===== src/rtl/led_encoder_capture.sv =====
// Recovers the characters shown on a multiplexed 4-digit 7-segment display by watching
// its anode and segment lines, and presents each complete set of four digits as one frame.
module led_encoder_capture #(
  parameter int STABLE_CYCLES = 16
) (
  input  logic        clk,
  input  logic        reset,
  input  logic [3:0]  an,
  input  logic [6:0]  LED,
  input  logic        frame_ready,
  output logic        frame_valid,
  output logic [15:0] frame_char,
  output logic [3:0]  frame_err,
  output logic        overrun
);

  typedef enum logic [1:0] {SCAN, SETTLE, HOLD} state_t;

  localparam logic [7:0] STABLE_L = 8'(STABLE_CYCLES);

  state_t      state_reg;
  logic [10:0] ref_reg;
  logic [7:0]  cnt_reg;
  logic [15:0] slot_code_reg;
  logic [3:0]  slot_err_reg;
  logic [3:0]  seen_reg;

  logic [10:0] cur;
  logic        an_valid;
  logic [1:0]  idx;
  logic [3:0]  dec_code;
  logic        dec_err;
  logic        capture;
  logic [3:0]  seen_cap;
  logic        complete;
  logic [15:0] slot_code_next;
  logic [3:0]  slot_err_next;

  assign cur = {an, LED};

  // Exactly one active-low enable selects a digit; anything else is ignored.
  always_comb begin
    an_valid = 1'b1;
    idx      = 2'd0;
    case (an)
      4'b1110: idx = 2'd0;
      4'b1101: idx = 2'd1;
      4'b1011: idx = 2'd2;
      4'b0111: idx = 2'd3;
      default: an_valid = 1'b0;
    endcase
  end

  always_comb begin
    dec_err  = 1'b0;
    dec_code = 4'hF;
    case (LED)
      7'b0000001: dec_code = 4'h0;
      7'b1001111: dec_code = 4'h1;
      7'b0010010: dec_code = 4'h2;
      7'b0000110: dec_code = 4'h3;
      7'b1001100: dec_code = 4'h4;
      7'b0100100: dec_code = 4'h5;
      7'b0100000: dec_code = 4'h6;
      7'b0001111: dec_code = 4'h7;
      7'b0000000: dec_code = 4'h8;
      7'b0000100: dec_code = 4'h9;
      7'b1111110: dec_code = 4'hB;
      7'b0111000: dec_code = 4'hC;
      7'b1111111: dec_code = 4'hF;
      default:    dec_err  = 1'b1;
    endcase
  end

  // The digit is taken on the cycle the run of identical samples reaches the threshold.
  assign capture = (state_reg == SETTLE) && (cur == ref_reg) &&
                   ((cnt_reg + 8'd1) == STABLE_L);

  always_ff @(posedge clk) begin
    if (reset) begin
      state_reg <= SCAN;
      cnt_reg   <= 8'd0;
      ref_reg   <= 11'd0;
    end else begin
      case (state_reg)
        SCAN: begin
          if (an_valid) begin
            ref_reg   <= cur;
            cnt_reg   <= 8'd1;
            state_reg <= SETTLE;
          end
        end
        SETTLE: begin
          if (cur == ref_reg) begin
            cnt_reg <= cnt_reg + 8'd1;
            if ((cnt_reg + 8'd1) == STABLE_L) state_reg <= HOLD;
          end else if (an_valid) begin
            ref_reg <= cur;
            cnt_reg <= 8'd1;
          end else begin
            state_reg <= SCAN;
          end
        end
        HOLD: begin
          // Leaving the dwell acts like SCAN immediately so no sample is lost.
          if (cur != ref_reg) begin
            if (an_valid) begin
              ref_reg   <= cur;
              cnt_reg   <= 8'd1;
              state_reg <= SETTLE;
            end else begin
              state_reg <= SCAN;
            end
          end
        end
        default: state_reg <= SCAN;
      endcase
    end
  end

  genvar gi;
  generate
    for (gi = 0; gi < 4; gi++) begin : g_slot
      logic hit;
      assign hit                        = capture && (idx == 2'(gi));
      assign slot_code_next[4*gi +: 4]  = hit ? dec_code : slot_code_reg[4*gi +: 4];
      assign slot_err_next[gi]          = hit ? dec_err  : slot_err_reg[gi];
      assign seen_cap[gi]               = seen_reg[gi] | hit;
    end
  endgenerate

  assign complete = (seen_cap == 4'b1111);

  always_ff @(posedge clk) begin
    if (reset) begin
      slot_code_reg <= 16'hFFFF;
      slot_err_reg  <= 4'd0;
      seen_reg      <= 4'd0;
      frame_valid   <= 1'b0;
      frame_char    <= 16'hFFFF;
      frame_err     <= 4'd0;
      overrun       <= 1'b0;
    end else begin
      slot_code_reg <= slot_code_next;
      slot_err_reg  <= slot_err_next;
      seen_reg      <= complete ? 4'd0 : seen_cap;
      overrun       <= 1'b0;
      if (complete) begin
        if (!frame_valid || frame_ready) begin
          frame_valid <= 1'b1;
          frame_char  <= slot_code_next;
          frame_err   <= slot_err_next;
        end else begin
          overrun <= 1'b1;
        end
      end else if (frame_valid && frame_ready) begin
        frame_valid <= 1'b0;
      end
    end
  end

endmodule


===== config.mk =====
export PLATFORM = sky130hd
export DESIGN_NAME = led_encoder_capture
export DESIGN_NICKNAME = d
export VERILOG_FILES = /design/src/rtl/led_encoder_capture.sv
export SDC_FILE = /design/constraint.sdc
export NUM_CORES = 1
export LEC_CHECK = 0
export CAP_MARGIN = 0
export CORE_ASPECT_RATIO = 1.75
export CORE_MARGIN = 2
export CORE_UTILIZATION = 56
export DETAILED_ROUTE_END_ITERATION = 8
export GPL_TIMING_DRIVEN = 0
export PLACE_DENSITY = 0.79
export REMOVE_ABC_BUFFERS = 1
export SLEW_MARGIN = 25
export SYNTH_ARGS = -nofsm -noshare
export SYNTH_HDL_FRONTEND = slang
export SYNTH_SLANG_ARGS = --single-unit

===== constraint.sdc =====
create_clock -name clk -period 4.05 [get_ports clk]
set_input_delay 0.81 -clock clk [delete_from_list [all_inputs] [get_ports clk]]
set_output_delay 0.81 -clock clk [all_outputs]
set_load 0.05 [all_outputs]

# Word level (Yosys, flattened, before mapping)
# Cells that the tools add are included.
# op_classes
add_sub_neg	1
eq_ne	31
mux	31
bitwise	5
n_reduce_logical	23
# ops
cell	count
4-bit one-hot mux with 12 select lines	1
11-bit 2-to-1 mux	3
11-bit one-hot mux with 3 select lines	1
7-bit == test, second input constant	4
8-bit 2-to-1 mux	3
8-bit one-hot mux with 3 select lines	1
7-bit by 6-bit == test with 1-bit output, second input constant	3
4-bit == test, second input constant	4
4-bit 2-to-1 mux	4
7-bit by 3-bit == test with 1-bit output, second input constant	2
13-bit OR reduction	1
2-bit one-hot mux with 3 select lines	2
11-bit == test	1
1-bit 2-to-1 mux	11
11-bit inequality test	1
2-bit 2-to-1 mux	5
8-bit by 1-bit adder with 8-bit output, second input constant	1
8-bit by 5-bit == test with 1-bit output, second input constant	1
7-bit by 1-bit == test with 1-bit output, second input constant	1
7-bit by 4-bit == test with 1-bit output, second input constant	1
7-bit by 5-bit == test with 1-bit output, second input constant	1
1-bit logical AND	7
7-bit zero test	1
2-bit == test, second input constant	3
18 further kinds	28
# word_totals
regBits	67
input_bits	14
out_inout_bits	22
word_cells	101

# Longest topological paths before layout
# logic_depth
word_depth	8
depth_mapped	10

# Worst setup path after synthesis
# No wires, ideal clock.
# synth_timing
path_kind	input port to flip-flop
startpoint	input an[0]
endpoint	register frame_err[0]
setup_ps	123
t_arrival_ps	3089
slack_ps	838
cell_stages	9
path_buffers	2
path_cell_list	buf_2 xnor2_2 nand4_1 or3_1 or4_1 buf_2 a221oi_4 nand2_4 mux2_1
# synth_via
elab_chain_len	7
# synth_lines
element	line_no	source
from (decl)	8	input logic [3:0] an,
4-bit by 3-bit == test with 1-bit output (tied with other cells)	45	case (an)
2-bit one-hot mux with 3 select lines / 1-bit logical AND (equally long branches)	45, 76	
2-bit by 1-bit == test with 1-bit output (tied with other cells)	125	assign hit = capture && (idx == 2'(gi));
1-bit logical AND	125	
1-bit OR	128	assign seen_cap[gi] = seen_reg[gi] | hit;
4-bit == test	132	assign complete = (seen_cap == 4'b1111);
2-bit AND reduction (no source line)	n/a	
to (signal assigned)	152	frame_err <= slot_err_next;
to (decl)	13	output logic [3:0] frame_err,
# Parallel ways exist; a longest one is shown, timed or not.
# A chain may end at the register's enable or synchronous reset.

# Worst setup path in the final report
# layout_timing
startpoint	input LED[4]
endpoint	register frame_err[0]
# layout_via
elab_chain_len	7
# layout_lines
element	line_no	source
from (decl)	9	input logic [6:0] LED,
11-bit == test	76	assign capture = (state_reg == SETTLE) && (cur == ref_reg) &&
1-bit logical AND (2 in a row)	76	
1-bit logical AND	125	
1-bit OR	128	
4-bit == test	132	
2-bit AND reduction (no source line)	n/a	
# Parallel ways exist; a longest one is shown, timed or not.

==> results.yml <==
clocking:
  clock_insertion_delay_worst_skew_ns: 0.34
  tritoncts_num_sinks: 67
  cts.htree.levels: 3
  tritoncts.num_buffers: 9
  clock-root-buffer: "sky130_fd_sc_hd__clkbuf_8"
  clk_pin_slew_worst_paths_ns: 0.08
  hold_buffers_post_cts: 0
  clock_tree.buffer_depth: 2
  tritoncts_clock_tree: "done"
die:
  initial_utilization_pct: 58.5
  rows: 36
  design.die.area_um2: 6490
  ioPinCount: 36
  die_h_um: 105
  core-area_um2: 5590
  dieWidth_um: 61.7
route:
  wire_per_inst_um: 14.7
  detailedRoute.firstPassIterationCount: 5
  post-route-drc-count: 0
  avg_vias_per_cell: 5.88
  detail-route-antenna-nets: 0
  routed_wl_mm: 7.00
  num_vias: 2794
  first_iter_violations: 99
cells_and_area:
  fraction_of_layout_cells_with_a_size_suffix_above_1_pct: 10.8
  antenna-diode-count: 0
  finish.instance_area_um2: 3800
  number_of_fill_cells: 500
  layout.core_utilization_pct: 68.1
  fin_nets: 409
  synthToLayoutAreaGrowth_pct: 16.3
yosys:
  asyncSetResetFlopFracSynth_pct: 0
  synthesis.area_per_instance_um2: 8.76
  number_of_unique_standard_cell_types_used_by_synthesis: 60
  seq_area_frac_synth_pct: 41.0
  netlist_top_cells_count: "sky130_fd_sc_hd__dfxtp_1, sky130_fd_sc_hd__a21oi_1, sky130_fd_sc_hd__nor2_1"
  yosys_most_used_dff: "sky130_fd_sc_hd__dfxtp_1"
  number_of_instances_in_the_synthesized_netlist: 373
  synth_enable_flop_cells: 0
  netlist_area_um2: 3270
  synthDominantAreaCellType: "sky130_fd_sc_hd__dfxtp_1"
  postSynthRegisterBits: 67
  synth.area.top_cells: "sky130_fd_sc_hd__dfxtp_1, sky130_fd_sc_hd__a21oi_1, sky130_fd_sc_hd__mux2i_1, sky130_fd_sc_hd__nor2_1, sky130_fd_sc_hd__a31o_1"
  synthesis.yosys.warnings: 0
  yosys.cell_count.top_type: "sky130_fd_sc_hd__dfxtp_1"
  synth.top_cell.area_share_pct: 41.0
critical_path:
  reg2reg_from: "ref_reg[2]$_SDFFE_PP0P_"
  worst-r2r-cell-count: 8
  worst_setup_path_end_kind: "flip-flop"
  required_ns: 4.28
  worst-endpoint-arrival_ns: 4.12
  critical_path.startpoint_type: "primary input"
  worst_setup_path_category: "in -> reg"
  timing.rr.end: "frame_err[0]$_SDFFE_PP0P_"
  timing.reg2reg.setup_slack_ns: 1.00
  path_max_fanout: 12
sta:
  hold-worst-slack_ns: 0.461
  timing.final.max_slew_violations: 0
  timing.final.setup_violations: 0
  hold_viol: 0
  post-route-period-util_pct: 96.0
  worst-slew-pin-transition_ns: 0.902
  grt_setup_unrepaired: "false"
  timing.slew.headroom_pct: 38.3
  min_period_ns: 3.89
  setup_total_negative_slack_ns: 0
  timing.fmax_ghz: 0.257
  clock-skew-final_ns: 0.00706
place:
  dpl-instance-area_um2: 3580
  place.gp.congestion: 0.786
  port-buffer-count: 35
  dp_hpwl_mm: 4.89
power:
  ir_drop_uv: 230
  fin_total_pwr_uw: 1280
  cellLeakagePower_uw: 0.00138
  power_density_nw_per_um2: 337
global_routing:
  globalRoute.totalOverflow: 0
  grt_util_all_layers_pct: 23.9
  grt_start_max_net_pins: 41
  grt_first_pass_wirelength_mm: 12.0
  first_global_vias: 2632
  grt_antenna_before_repair: 0
min_path:
  holdCritPathClass: "reg -> reg"
  min-delay-start: "slot_err_reg[3]$_SDFF_PP0_"
  hold_path_depth: 2
  worst_hold_path.endpoint: "slot_err_reg[3]$_SDFF_PP0_"
outcome:
  result_of_the_run: "complete, no violations"
flow_run:
  cap_viol_max_count: 0
==> where the power goes <==
part | internal (uW) | switching (uW)
Sequential | 667 | 7.70
Combinational | 46.1 | 60.3
Clock | 237 | 261
==> metal layers <==
metal  track usage, %  vias up  part of all wire [%]
li1                 -     1384                     -
met2             38.3       66                    52
met3             5.57       15                   4.1
met5                0        -                     0
met4             10.6        0                   2.8
met1             29.1     1329                    41
==> area by class of cell <==
cell class | instances | area, um2 | share of cell area (%)
clock buffers | 10 | 138 | 3.62
multi-input cells | 271 | 1760 | 46.2
flip-flops and latches | 67 | 1340 | 35.3
inverters | 3 | 11.3 | 0.296
well taps | 76 | 95.1 | 2.50
repair buffers | 42 | 419 | 11.0
clock inverters | 6 | 41.3 | 1.09
==> per-stage QoR <==
stage | instances | setup slack, ns
final | 475 | 0.162
after global placement | 452 | -1.79
after detailed placement | 455 | -0.584
after global routing | 475 | 0.0270
after CTS | 475 | 0.0949
after floorplan | 341 | -0.0180
==> worst max-delay path by stage <==
stage | start | end | slack, ns | cells past startpoint
3_3_place_gp | LED[2] | frame_err[2]$_SDFFE_PP0P_ | -1.79 | 8
3_5_place_dp | LED[2] | frame_char[1]$_SDFFE_PP1P_ | -0.58 | 9
6_report | LED[4] | frame_err[0]$_SDFFE_PP0P_ | 0.16 | 9
2_1_floorplan | LED[0] | frame_err[0]$_SDFFE_PP0P_ | -0.02 | 7
4_1_cts | LED[2] | frame_err[0]$_SDFFE_PP0P_ | 0.09 | 9
5_1_grt | LED[6] | frame_err[0]$_SDFFE_PP0P_ | 0.03 | 9
==> cells in the final DEF (no fill, tap or decap), types with 2 or more instances in the layout <==
master / Yosys / final
sky130_fd_sc_hd__mux2i_1: 14 / 14
sky130_fd_sc_hd__nand2_1: 24 / 24
sky130_fd_sc_hd__clkinvlp_4: 0 / 3
sky130_fd_sc_hd__dfxtp_1: 67 / 67
sky130_fd_sc_hd__a311oi_1: 5 / 5
sky130_fd_sc_hd__or4_1: 2 / 2
sky130_fd_sc_hd__dlymetal6s2s_1: 0 / 3
sky130_fd_sc_hd__nor2_1: 36 / 36
sky130_fd_sc_hd__or3_1: 3 / 3
sky130_fd_sc_hd__clkdlybuf4s50_1: 0 / 31
sky130_fd_sc_hd__mux2_1: 4 / 4
sky130_fd_sc_hd__o21ai_0: 8 / 8
sky130_fd_sc_hd__a21oi_1: 41 / 41
sky130_fd_sc_hd__clkbuf_8: 0 / 10
sky130_fd_sc_hd__or2_2: 4 / 4
sky130_fd_sc_hd__nand4_1: 3 / 3
sky130_fd_sc_hd__o21a_1: 4 / 4
sky130_fd_sc_hd__inv_1: 3 / 3
sky130_fd_sc_hd__a41oi_1: 2 / 2
sky130_fd_sc_hd__buf_2: 5 / 2
sky130_fd_sc_hd__and3_1: 5 / 5
sky130_fd_sc_hd__xnor2_1: 8 / 8
sky130_fd_sc_hd__and2_1: 2 / 2
sky130_fd_sc_hd__nand3_1: 16 / 16
sky130_fd_sc_hd__nor4_1: 6 / 4
sky130_fd_sc_hd__and4_1: 2 / 2
sky130_fd_sc_hd__buf_4: 1 / 4
sky130_fd_sc_hd__clkinv_2: 0 / 2
sky130_fd_sc_hd__a211oi_1: 4 / 4
sky130_fd_sc_hd__nand2b_1: 8 / 7
sky130_fd_sc_hd__nor4_2: 0 / 2
sky130_fd_sc_hd__nor2b_1: 7 / 7
sky130_fd_sc_hd__a31o_2: 3 / 3
sky130_fd_sc_hd__a31o_1: 12 / 12
sky130_fd_sc_hd__a21boi_0: 2 / 2
sky130_fd_sc_hd__nor3_1: 15 / 15
sky130_fd_sc_hd__nand4b_1: 2 / 2
sky130_fd_sc_hd__xnor2_2: 4 / 4
==> critical path, cell delays in order <==
cell	delay, ns
sky130_fd_sc_hd__clkdlybuf4s50_1	0.71
sky130_fd_sc_hd__xnor2_1	0.17
sky130_fd_sc_hd__nand4_1	0.24
sky130_fd_sc_hd__or3_1	0.47
sky130_fd_sc_hd__or4_1	0.69
sky130_fd_sc_hd__a221oi_4	0.41
sky130_fd_sc_hd__buf_4	0.20
sky130_fd_sc_hd__nand2_4	0.07
sky130_fd_sc_hd__mux2_1	0.34
==> kinds of logic after synthesis <==
logic type | count (synthesis) | synth area share [%]
buffers and inverters | 35 | 5.70
multiplexers | 18 | 5.67
AND/OR/NAND/NOR | 143 | 22.7
adder cells (fa/ha/maj) | 2 | 0.689
flip-flops | 67 | 41.0
AO/OA/AOI/OAI | 96 | 20.0
XOR/XNOR | 12 | 4.13
==> timing repair <==
item	CTS	global route
pin swaps	1	0
gates resized for setup	0	3
cloned	0	0
setup endpoints to repair	18	7
buffers inserted	4	0
No activity file was read; power rests on OpenSTA's default activity.
